[config.mk]
export PLATFORM = sky130hd
export DESIGN_NAME = phase_sequencer
export DESIGN_NICKNAME = d
export VERILOG_FILES = /design/src/rtl/phase_sequencer.sv
export SDC_FILE = /design/constraint.sdc
export NUM_CORES = 1
export LEC_CHECK = 0
export ABC_CLOCK_PERIOD_IN_PS = 5200
export CORE_ASPECT_RATIO = 1.25
export CORE_MARGIN = 2
export CORE_UTILIZATION = 52
export DETAILED_ROUTE_END_ITERATION = 16
export PLACE_DENSITY_LB_ADDON = 0.08
export SLEW_MARGIN = 20
export SYNTH_ARGS = -nofsm -noshare
export SYNTH_HDL_FRONTEND = slang
export SYNTH_SLANG_ARGS = --single-unit
[constraint.sdc]
create_clock -name clk -period 5.2 [get_ports clk]
set_clock_uncertainty 0.05 [all_clocks]
set_input_delay 1.04 -clock clk [delete_from_list [all_inputs] [get_ports clk]]
set_output_delay 1.04 -clock clk [all_outputs]
set_load 0.01 [all_outputs]
[src/rtl/phase_sequencer.sv]
// Multi-cycle phase controller for the nonpipelined LEGv8 core.
// Walks one instruction through FETCH/DECODE/EXECUTE/MEMORY/WRITEBACK,
// gating the register-file write, PC update and data-memory request so
// that each fires exactly once per instruction.
module phase_sequencer #(
    parameter int unsigned TIMEOUT     = 16,
    parameter logic [10:0] HALT_OPCODE = 11'h7FF,
    parameter int unsigned CNT_W       = 64
) (
    input  logic             clk,
    input  logic             reset,
    input  logic             start,
    input  logic [10:0]      opcode,
    input  logic             mem_read,
    input  logic             mem_write,
    input  logic             reg_write,
    input  logic             imem_ack,
    input  logic             dmem_ack,
    output logic             imem_req,
    output logic             ir_load,
    output logic             decode_en,
    output logic             alu_en,
    output logic             dmem_req,
    output logic             dmem_we,
    output logic             reg_write_en,
    output logic             pc_write,
    output logic             busy,
    output logic             halted,
    output logic             error,
    output logic [2:0]       state,
    output logic [CNT_W-1:0] retired
);

    localparam int unsigned TW = (TIMEOUT > 1) ? $clog2(TIMEOUT) : 1;

    typedef enum logic [2:0] {
        IDLE      = 3'd0,
        FETCH     = 3'd1,
        DECODE    = 3'd2,
        EXECUTE   = 3'd3,
        MEMORY    = 3'd4,
        WRITEBACK = 3'd5,
        HALT      = 3'd6,
        ERROR     = 3'd7
    } state_e;

    state_e           state_q, state_d;
    logic [TW-1:0]    tmo_q, tmo_d;
    logic [CNT_W-1:0] retired_q, retired_d;
    logic             tmo_last;

    assign tmo_last = (tmo_q == TW'(TIMEOUT - 1));

    // Next-state, wait-counter and retire-counter logic
    always_comb begin
        state_d   = state_q;
        tmo_d     = '0;
        retired_d = retired_q;
        unique case (state_q)
            IDLE: begin
                if (start) state_d = FETCH;
            end
            FETCH: begin
                if (imem_ack)      state_d = DECODE;
                else if (tmo_last) state_d = ERROR;
                else               tmo_d   = tmo_q + 1'b1;
            end
            DECODE: begin
                state_d = (opcode == HALT_OPCODE) ? HALT : EXECUTE;
            end
            EXECUTE: begin
                state_d = (mem_read | mem_write) ? MEMORY : WRITEBACK;
            end
            MEMORY: begin
                if (dmem_ack)      state_d = WRITEBACK;
                else if (tmo_last) state_d = ERROR;
                else               tmo_d   = tmo_q + 1'b1;
            end
            WRITEBACK: begin
                retired_d = retired_q + 1'b1;
                state_d   = start ? FETCH : IDLE;
            end
            HALT:    state_d = HALT;
            ERROR:   state_d = ERROR;
            default: state_d = ERROR;
        endcase
    end

    // State, timeout counter and retired counter registers
    always_ff @(posedge clk or negedge reset) begin
        if (!reset) begin
            state_q   <= IDLE;
            tmo_q     <= '0;
            retired_q <= '0;
        end else begin
            state_q   <= state_d;
            tmo_q     <= tmo_d;
            retired_q <= retired_d;
        end
    end

    // Phase enables decoded from the registered state
    always_comb begin
        imem_req     = (state_q == FETCH);
        ir_load      = (state_q == FETCH) & imem_ack;
        decode_en    = (state_q == DECODE);
        alu_en       = (state_q == EXECUTE);
        dmem_req     = (state_q == MEMORY);
        // a read+write combination is treated as a write
        dmem_we      = (state_q == MEMORY) & mem_write;
        reg_write_en = (state_q == WRITEBACK) & reg_write;
        pc_write     = (state_q == WRITEBACK);
        busy         = (state_q != IDLE) && (state_q != HALT) && (state_q != ERROR);
        halted       = (state_q == HALT);
        error        = (state_q == ERROR);
        state        = state_q;
        retired      = retired_q;
    end

endmodule

**After elaboration in Yosys (flattened, before gate mapping)**

Cells that the tools add are included.

- Add/sub/neg operators: 2
- Equality and inequality tests: 12
- Multiplexer cells: 12
- Bitwise operators: 4
- Reductions and logical operators: 4

Operators with widths:

| cell | number |
|---|---|
| $add A64 B1 Y64 const B | 1 |
| $pmux W3 S8 | 1 |
| $mux W3 | 5 |
| $eq A3 B3 Y1 const B | 4 |
| $mux W4 | 3 |
| $eq A11 B11 Y1 const B | 1 |
| $pmux W4 S2 | 1 |
| $eq A3 B2 Y1 const B | 2 |
| $ne A3 B3 Y1 const B | 2 |
| $add A4 B1 Y4 const B | 1 |
| $eq A4 B4 Y1 const B | 1 |
| $and A1 B1 Y1 | 3 |
| $eq A3 B1 Y1 const B | 1 |
| $logic_not A3 Y1 | 1 |
| $reduce_bool A3 Y1 | 1 |
| $logic_and A1 B1 Y1 | 2 |
| $mux W1 | 2 |
| $ne A2 B2 Y1 const B | 1 |
| $or A1 B1 Y1 | 1 |

- Register bits: 71
- Input port bits: 19
- Output and inout bits: 78
- Logic and storage cells: 37

**Longest topological paths before layout**

- Depth after elaboration: 4
- Mapped depth: 8
- Gate-level depth less buffers: 6

**Worst setup path after synthesis**

OpenSTA, ideal clock, no wires.

- Path type: input to output
- From: input port imem_ack
- To: output port ir_load
- Data arrival time: 1.220 ns
- Data required time: 4.110 ns
- Slack: 2.890 ns
- Stages: 1
- Path buffers: 0
- Cells stage by stage: and3_1

- Word-level cells in the longest chain between the ends: 1

Ends and longest elaborated chain:

| element | line | text |
|---|---|---|
| from (decl) | 17 | `input logic imem_ack,` |
| $and A1 B1 Y1 | 105 | `ir_load = (state_q == FETCH) & imem_ack;` |
| to (decl) | 20 | `output logic ir_load,` |

No other way between the ends.

**Final worst setup path**

Same ends and word-level chain as after synthesis.

==> metrics.md <==
| Metric | Value |
|---|---|
| Diode count | 0 |
| Syn_nets | 363 |
| Peak VDD IR | 286.0 µV |
| H-tree Lvls | 3 |
| PortBufs | 96 |
| Hold WS | 0.4230 ns |
| CTS Hold Buffers Added | 0 |
| Core area | 0.006565 mm² |
| GRT Resource Usage Total | 23.69% |
| Post-DP HPWL | 5861 µm |
| Grt ovf | 0 |
| Seq cells post-synth | 71 |
| Arrival @ worst endpoint | 2.31 ns |
| Synth Area in XOR/XNOR | 15.84% |
| Most common flop cell mapped by yosys | dfrtp_1 |
| Compound-Gate Fraction of Synth Area | 3.287% |
| Setup Viol. Count Final | 0 |
| Yosys cell types | 37 |
| Drt pass-1 iters | 4 |
| Worst-Skew Late Latency | 0.35 ns |
| Via count | 2941 |
| Layout area overhead | 35.28% |
| Register area share after synthesis | 50.19% |
| Maxcap violations | 0 |
| Final nets | 464 |
| CTS tree | done |
| RSZ-0062 raised after global routing | false |
| # DRC | 0 |
| Layout cell share with drive strength beyond 1 | 6.920% |
| Placed inst area | 0.004567 mm² |
| Num CTS Buffers | 9 |
| Initial antenna violation count | 0 |
| Post-Place Worst Slack | 1.804 ns |
| Crit-path max FO | 5 |
| Hold Crit Class | flip-flop to flip-flop |
| Largest family of logic cells by synthesized area | simple AND/OR/NAND/NOR gates |
| Worst slew pin tran | 0.8175 ns |
| Fin area | 0.004788 mm² |
| Power Total | 1.432 mW |
| Cell Area, Synth | 0.003540 mm² |
| EDFF count, synth | 0 |
| Crit share post-route | 65.30% |
| Worst setup margin | 1.804 ns |
| Post-CTS Setup Inserts | 0 |
| Register clock-pin slew on the reported worst setup and hold paths | 0.07 ns |
| Fin. Hold Viols | 0 |
| Total power per unit cell area | 299.1 mW/mm² |
| Die width | 77.80 µm |
| Effective utilization at floorplan | 53.92% |
| Largest net degree at the start of global routing | 38 |
| Fraction of registers with async set/reset | 100.0% |
| Max-slew headroom | 45.20% |
| Multiplexer share of the synthesized area | 0% |
| DRT antenna net count | 0 |
| Crit end category | output port |
| Final slew viol count | 0 |
| Vias in the first global route | 2940 |
| Wirelength per Cell | 15.45 µm |
| Total clock sinks | 71 |
| Startpoint Class | primary input |
| Post-synthesis simple-gate area fraction | 27.43% |
| Clk buf depth | 2 |
| Adder-cell share of the synthesized area | 0.7070% |
| Die Y-Extent | 96.25 µm |
| Mean Syn Cell Area | 10.35 µm² |
| Fmax | 294.5 MHz |
| Post-Route WL | 8268 µm |
| Setup TNS | 0 ns |
| Final Critical Period | 3.396 ns |
| Leakage | 2.121 nW |
| Post-CTS resize count | 0 |
| Clk root buf | clkbuf_8 |
| Rows | 33 |
| Syn. warnings | 0 |
| Cells after synthesis | 342 |
| Status | finished, final reports clean |
| CP Class | primary input to output port |
| I/O pins | 97 |
| Gp weighted congestion | 0.7929 |
| Global-route wire length before repair | 13800 µm |
| Routed vias/inst | 5.497 |
| Initial drt markers | 207 |
| WP data required | 4.11 ns |
| Die ar. | 0.007487 mm² |
-- critical path, stage by stage --
cell and delay, ns:
clkdlybuf4s50_1 0.55, and3_1 0.17, clkdlybuf4s50_1 0.54
-- flip-flops by register name, indices dropped and copies added (netlist names) --
register / cells
retired: 64
tmo_q: 4
state: 3
-- worst paths after layout --
kind / slack [ns] / to / start / depth (start not counted)
worst max-delay path: 1.80 / ir_load / imem_ack / 3
worst min-delay path: 0.42 / retired[63]$_DFFE_PN0N_ / retired[63]$_DFFE_PN0N_ / 1
worst max register to register: 2.74 / retired[62]$_DFFE_PN0N_ / retired[12]$_DFFE_PN0N_ / 5
worst min register to register: 0.42 / retired[63]$_DFFE_PN0N_ / retired[63]$_DFFE_PN0N_ / 1
max in group asynchronous: 3.40 / tmo_q[3]$_DFF_PN0_ / reset / 2
min in group asynchronous: 0.72 / retired[21]$_DFFE_PN0N_ / reset / 1
-- cell families after synthesis --
family / Yosys count
fa+ha+maj: 2
flops: 71
xor+xnor: 64
compound gates: 17
simple gates: 169
buf+inv: 19
-- Yosys cell counts, drive strengths merged, types with 3 or more instances --
master	n	share of area, %
and2	3	0.53
and3	9	1.6
buf	6	1.2
dfrtp	71	50
inv	12	1.3
nand2	29	3.1
nand3	37	5.2
nand4	25	5.0
nor2	32	3.4
nor3	16	2.7
nor4	12	4.3
o21ai	5	0.71
xnor2	33	8.2
xor2	31	7.7
-- per-layer routing --
metal	up-vias	global-route usage [%]	routed length, µm
met2	103	39.66	4191
met4	0	10.71	143
met1	1428	29.80	3406
met3	13	4.784	527
met5	-	0	0
li1	1397	-	-
-- per-stage QoR --
| step | std cells | util [%] |
|---|---|---|
| finish | 535 | 72.94 |
| global route | 535 | 72.94 |
| CTS | 535 | 72.94 |
| detailed placement | 519 | 69.56 |
| global placement | 519 | 69.56 |
| floorplan | 342 | - |
-- layout by cell type (no fill, tap or decap), types with 10 or more instances in the layout --
| master | synthesis | layout |
|---|---|---|
| dfrtp_1 | 71 | 71 |
| nand2_1 | 29 | 29 |
| inv_1 | 12 | 12 |
| nand3_1 | 37 | 37 |
| xnor2_1 | 33 | 33 |
| clkbuf_8 | 0 | 10 |
| xor2_1 | 31 | 31 |
| nor2_1 | 32 | 32 |
| nor3_1 | 13 | 13 |
| nand4_1 | 23 | 23 |
| clkdlybuf4s50_1 | 0 | 95 |
-- area by class of cell --
type / count / area [µm²]
Clock buffer: 10 / 137.6
Clock inverter: 6 / 83.83
Fill cell: 502 / 1777
Inverter: 12 / 45.04
Multi-Input combinational cell: 252 / 1673
Sequential cell: 71 / 1777
Tap cell: 87 / 108.9
Timing Repair Buffer: 97 / 963.4
-- power breakdown --
group | total (mW) | internal (mW) | leakage, nW | switching, mW
logic | 0.294 | 0.157 | 1.02 | 0.138
registers | 0.647 | 0.582 | 0.981 | 0.0652
clock network | 0.491 | 0.281 | 0.116 | 0.210
total | 1.43 | 1.02 | 2.12 | 0.413
Power figures use the tool's default switching activity.
==> RTL change 1: new RTL, same flow settings <==
The parameter `TIMEOUT` goes from 16 to 32.
--- a/src/rtl/phase_sequencer.sv
+++ b/src/rtl/phase_sequencer.sv
@@ -3,7 +3,7 @@
 // gating the register-file write, PC update and data-memory request so
 // that each fires exactly once per instruction.
 module phase_sequencer #(
-    parameter int unsigned TIMEOUT     = 16,
+    parameter int unsigned TIMEOUT     = 32,
     parameter logic [10:0] HALT_OPCODE = 11'h7FF,
     parameter int unsigned CNT_W       = 64
 ) (
Check against the original RTL: same outputs for any inputs over 10 cycles, from zero or initial values and one cycle with reset low; that may be too few to reach the edited logic, so the function may still have changed.
==> RTL change 1 against the unedited design <==
- cell area shrank 0.24%
- via count decreased by 0.71%
- routed wire length up 1.5%
- die area decreased by 1.2%
- sequential cell count increased by 1
- total power down 0.87%
- worst setup slack better by 0.10 ns
- synthesized area down 1.3%
==> RTL change 1: results <==
group,metric,value,unit
critical_path,cp_max_fo,3,
yosys,synth.distinct_cells,31,
yosys,avgSynthCellArea,10.1,um2
cts,clock_latency,0.34,ns
routing,drt-wirelength-per-cell,15.5,um
outcome,status,"complete, no violations",
min_path,holdPathStages,1,
min_path,hp-class,"reg -> reg",
layout,n_fill_cell,537,
placed_design,dp_hpwl,6.15,mm
yosys,yosys-top-cells-count,"dfrtp_1, nand2_1, nor2_1",
power_and_ir_drop,ir_worst_vdd,0.000178,V
placed_design,gp_congestion,0.825,
routing,first_iter_violations,101,
grt,grt_max_degree,42,
cts,cts_setup_buffers,0,
critical_path,cp.arrival,2.20,ns
grt,antenna_found_initial,0,
yosys,seq_area_frac_synth,51.6,%
placed_design,dp_cells,525,
power_and_ir_drop,power.leakage,2.14,nW
grt,track_usage,23.8,%
layout,drive_gt1_share,6.61,%
yosys,syn_nets,367,
yosys,async_reset_ff_share,100,%
critical_path,ff2ff_setup_slack,2.81,ns
grt,grt_pass1_vias,2842,
yosys,synth_area_leaders,"dfrtp_1, xor2_1, xnor2_1, nand2_1, nor2_1",
routing,first_pass_iters,4,
routing,vias,2920,
critical_path,timing.rr.end,"retired[54]",
grt,grt_pass1_wl,13.8,mm
sta,worst_slew_pin_slew,0.704,ns
critical_path,r2r_cells,5,
critical_path,worstReg2RegStart,"state[1]",
layout,final_cells,541,
layout,final_nets,471,
RTL change 1: final cells by class:
cell class                      count  area, um2  area share, %
Sequential cell                    72       1800           37.7
Multi-Input combinational cell    260       1640           34.3
Timing Repair Buffer               97        963           20.2
Clock buffer                       11        151           3.17
Tap cell                           87        109           2.28
Clock inverter                      5       78.8           1.65
Inverter                            9       33.8          0.707
RTL change 1: per-stage QoR:
step | hold slack [ns] | area, um2 | power (mW) | utilization [%] | setup WS, ns
finish | 0.423 | 4780 | 1.42 | 73.2 | 1.91
global route | 0.436 | 4780 | 1.48 | 73.2 | 1.88
CTS | 0.426 | 4780 | 1.43 | 73.2 | 1.90
detailed placement | 0.415 | 4550 | 0.925 | 69.7 | 1.91
global placement | 0.402 | 4550 | 0.918 | 69.7 | 1.94
floorplan | 0.381 | 3490 | 0.778 | - | 2.85
RTL change 1: logic make-up (layout without fill, tap and decap cells):
family / after synthesis / after routing / synth area share [%]
AOI/OAI and AO/OA: 7 / 7 / 1.29
xor gates and xnor gates: 65 / 65 / 16.3
adders and majority gates: 3 / 3 / 1.07
buffers and inverters: 13 / 122 / 1.50
DFF: 72 / 72 / 51.6
and+or+nand+nor: 185 / 185 / 28.3
RTL change 1: per-layer routing:
layer	vias to the layer above	global-route usage, %	share of wire, %
met1	1450	29.6	43
met4	0	10.6	1.7
met5	-	0	0
met2	71	40.9	51
met3	14	4.26	3.6
li1	1385	-	-
RTL change 1: power by group:
group | total [mW] | switching (mW) | internal (mW)
clock | 0.505 | 0.209 | 0.296
combinational | 0.265 | 0.119 | 0.146
sequential | 0.650 | 0.0611 | 0.589
RTL change 1: critical path, cell delays in order:
cell	delay [ns]
clkdlybuf4s50_1	0.51
and2_1	0.13
clkdlybuf4s50_1	0.52
==> RTL change 2: new RTL, same settings <==
Made on the original files. Make the reset (`reset`) synchronous in one clocked block.
--- a/src/rtl/phase_sequencer.sv
+++ b/src/rtl/phase_sequencer.sv
@@ -87,7 +87,7 @@
     end
 
     // State, timeout counter and retired counter registers
-    always_ff @(posedge clk or negedge reset) begin
+    always_ff @(posedge clk) begin
         if (!reset) begin
             state_q   <= IDLE;
             tmo_q     <= '0;
Behaviour: differs if reset is asserted again (counterexample within 4 cycles, from zero or initial values and one cycle with reset low); with reset held inactive, the same outputs for 10 cycles.
==> RTL change 2 against the unedited design <==
- synthesized area shrank 0.53%
- critical path type unchanged
- core utilization shrank 1.2 points
- largest power group unchanged
- combinational power shrank 40%
- critical path depth is the same
- worst setup slack gained 0.069 ns
- total power shrank 18%
- routed wire length grew 9.9%
- cell area shrank 1.6%
- sequential cell count is the same
==> RTL change 2: results <==
group,metric,value,unit
yosys,synth_area_leaders,"dfxtp_1, nand4_1, xor2_1, nor2_1, a21oi_1",
critical_path,timing.rr.end,"retired[55]",
grt,track_usage,24.6,%
layout,drive_gt1_share,4.74,%
outcome,status,"complete, no violations",
placed_design,placed_cell_area,4530,um2
yosys,seq_area_frac_synth,40.4,%
layout,final_nets,543,
min_path,hp-class,"reg -> reg",
sta,slew_headroom,28.7,%
grt,grt_pass1_vias,3277,
power_and_ir_drop,total_power,1.17,mW
placed_design,dp_cells,598,
routing,drt-wirelength-per-cell,14.8,um
layout,final_cells,614,
yosys,netlist_instances,431,
yosys,syn_nets,452,
placed_design,gp_congestion,0.891,
yosys,async_reset_ff_share,0,%
placed_design,dpl_worst_slack,1.89,ns
power_and_ir_drop,ir_worst_vdd,0.000198,V
critical_path,cp.arrival,2.24,ns
critical_path,worstReg2RegStart,"retired[30]",
yosys,yosys-top-cells-count,"dfxtp_1, nor2_1, nand4_1",
grt,grt_pass1_wl,14.9,mm
layout,n_fill_cell,538,
routing,first_iter_violations,209,
power_and_ir_drop,power.leakage,1.48,nW
yosys,synth_edf_count,0,
routing,via_per_inst,5.83,
min_path,holdPathStages,1,
sta,hold_ws,0.436,ns
placed_design,dp_hpwl,6.33,mm
critical_path,cp_max_fo,4,
grt,grt_max_degree,64,
yosys,synth.distinct_cells,42,
min_path,hold_end,"tmo_q[0]",
critical_path,slowest_delay,0.53,ns
min_path,hold_start,"tmo_q[0]",
[RTL change 2: report_power, final]
| part | switching (mW) | internal (mW) | total [mW] |
|---|---|---|---|
| Combinational | 0.0730 | 0.102 | 0.175 |
| Sequential | 0.0422 | 0.555 | 0.598 |
| Clock | 0.202 | 0.198 | 0.400 |
[RTL change 2: worst register-to-register path: stages (launching register included)]
cell	delay, ns
dfxtp_1	0.40
nand4_1	0.31
nor3_1	0.64
nand4_1	0.72
or4_1	0.71
a21oi_1	0.16
[RTL change 2: layout make-up]
cell class                      count  share of cell area [%]
Clock buffer                       13                    3.37
Clock inverter                      3                   0.372
Inverter                           10                   0.797
Multi-Input combinational cell    333                    42.4
Sequential cell                    71                    30.2
Tap cell                           87                    2.31
Timing Repair Buffer               97                    20.6
[RTL change 2: worst max path at each step]
| stage | endpoint | slack, ns | cells past startpoint |
|---|---|---|---|
| finish | ir_load | 1.87 | 3 |
| floorplan | reg_write_en | 2.85 | 4 |
| global placement | ir_load | 1.89 | 3 |
| CTS | ir_load | 1.87 | 3 |
| detailed placement | ir_load | 1.89 | 3 |
| global route | ir_load | 1.81 | 3 |
[RTL change 2: cell families after synthesis]
family | share of synthesized area [%]
adders and majority gates | 0.711
buffers and inverters | 2.91
DFF | 40.4
AOI/OAI and AO/OA | 11.7
and+or+nand+nor | 35.5
muxes | 0.569
xor gates and xnor gates | 8.21
[RTL change 2: routing by layer]
| layer | share of wire, % | wire [um] | track usage [%] |
|---|---|---|---|
| met2 | 51 | 4630 | 43.1 |
| met5 | 0 | 0 | 0 |
| met4 | 1.3 | 116 | 8.63 |
| met1 | 42 | 3790 | 28.9 |
| met3 | 6.1 | 556 | 6.94 |
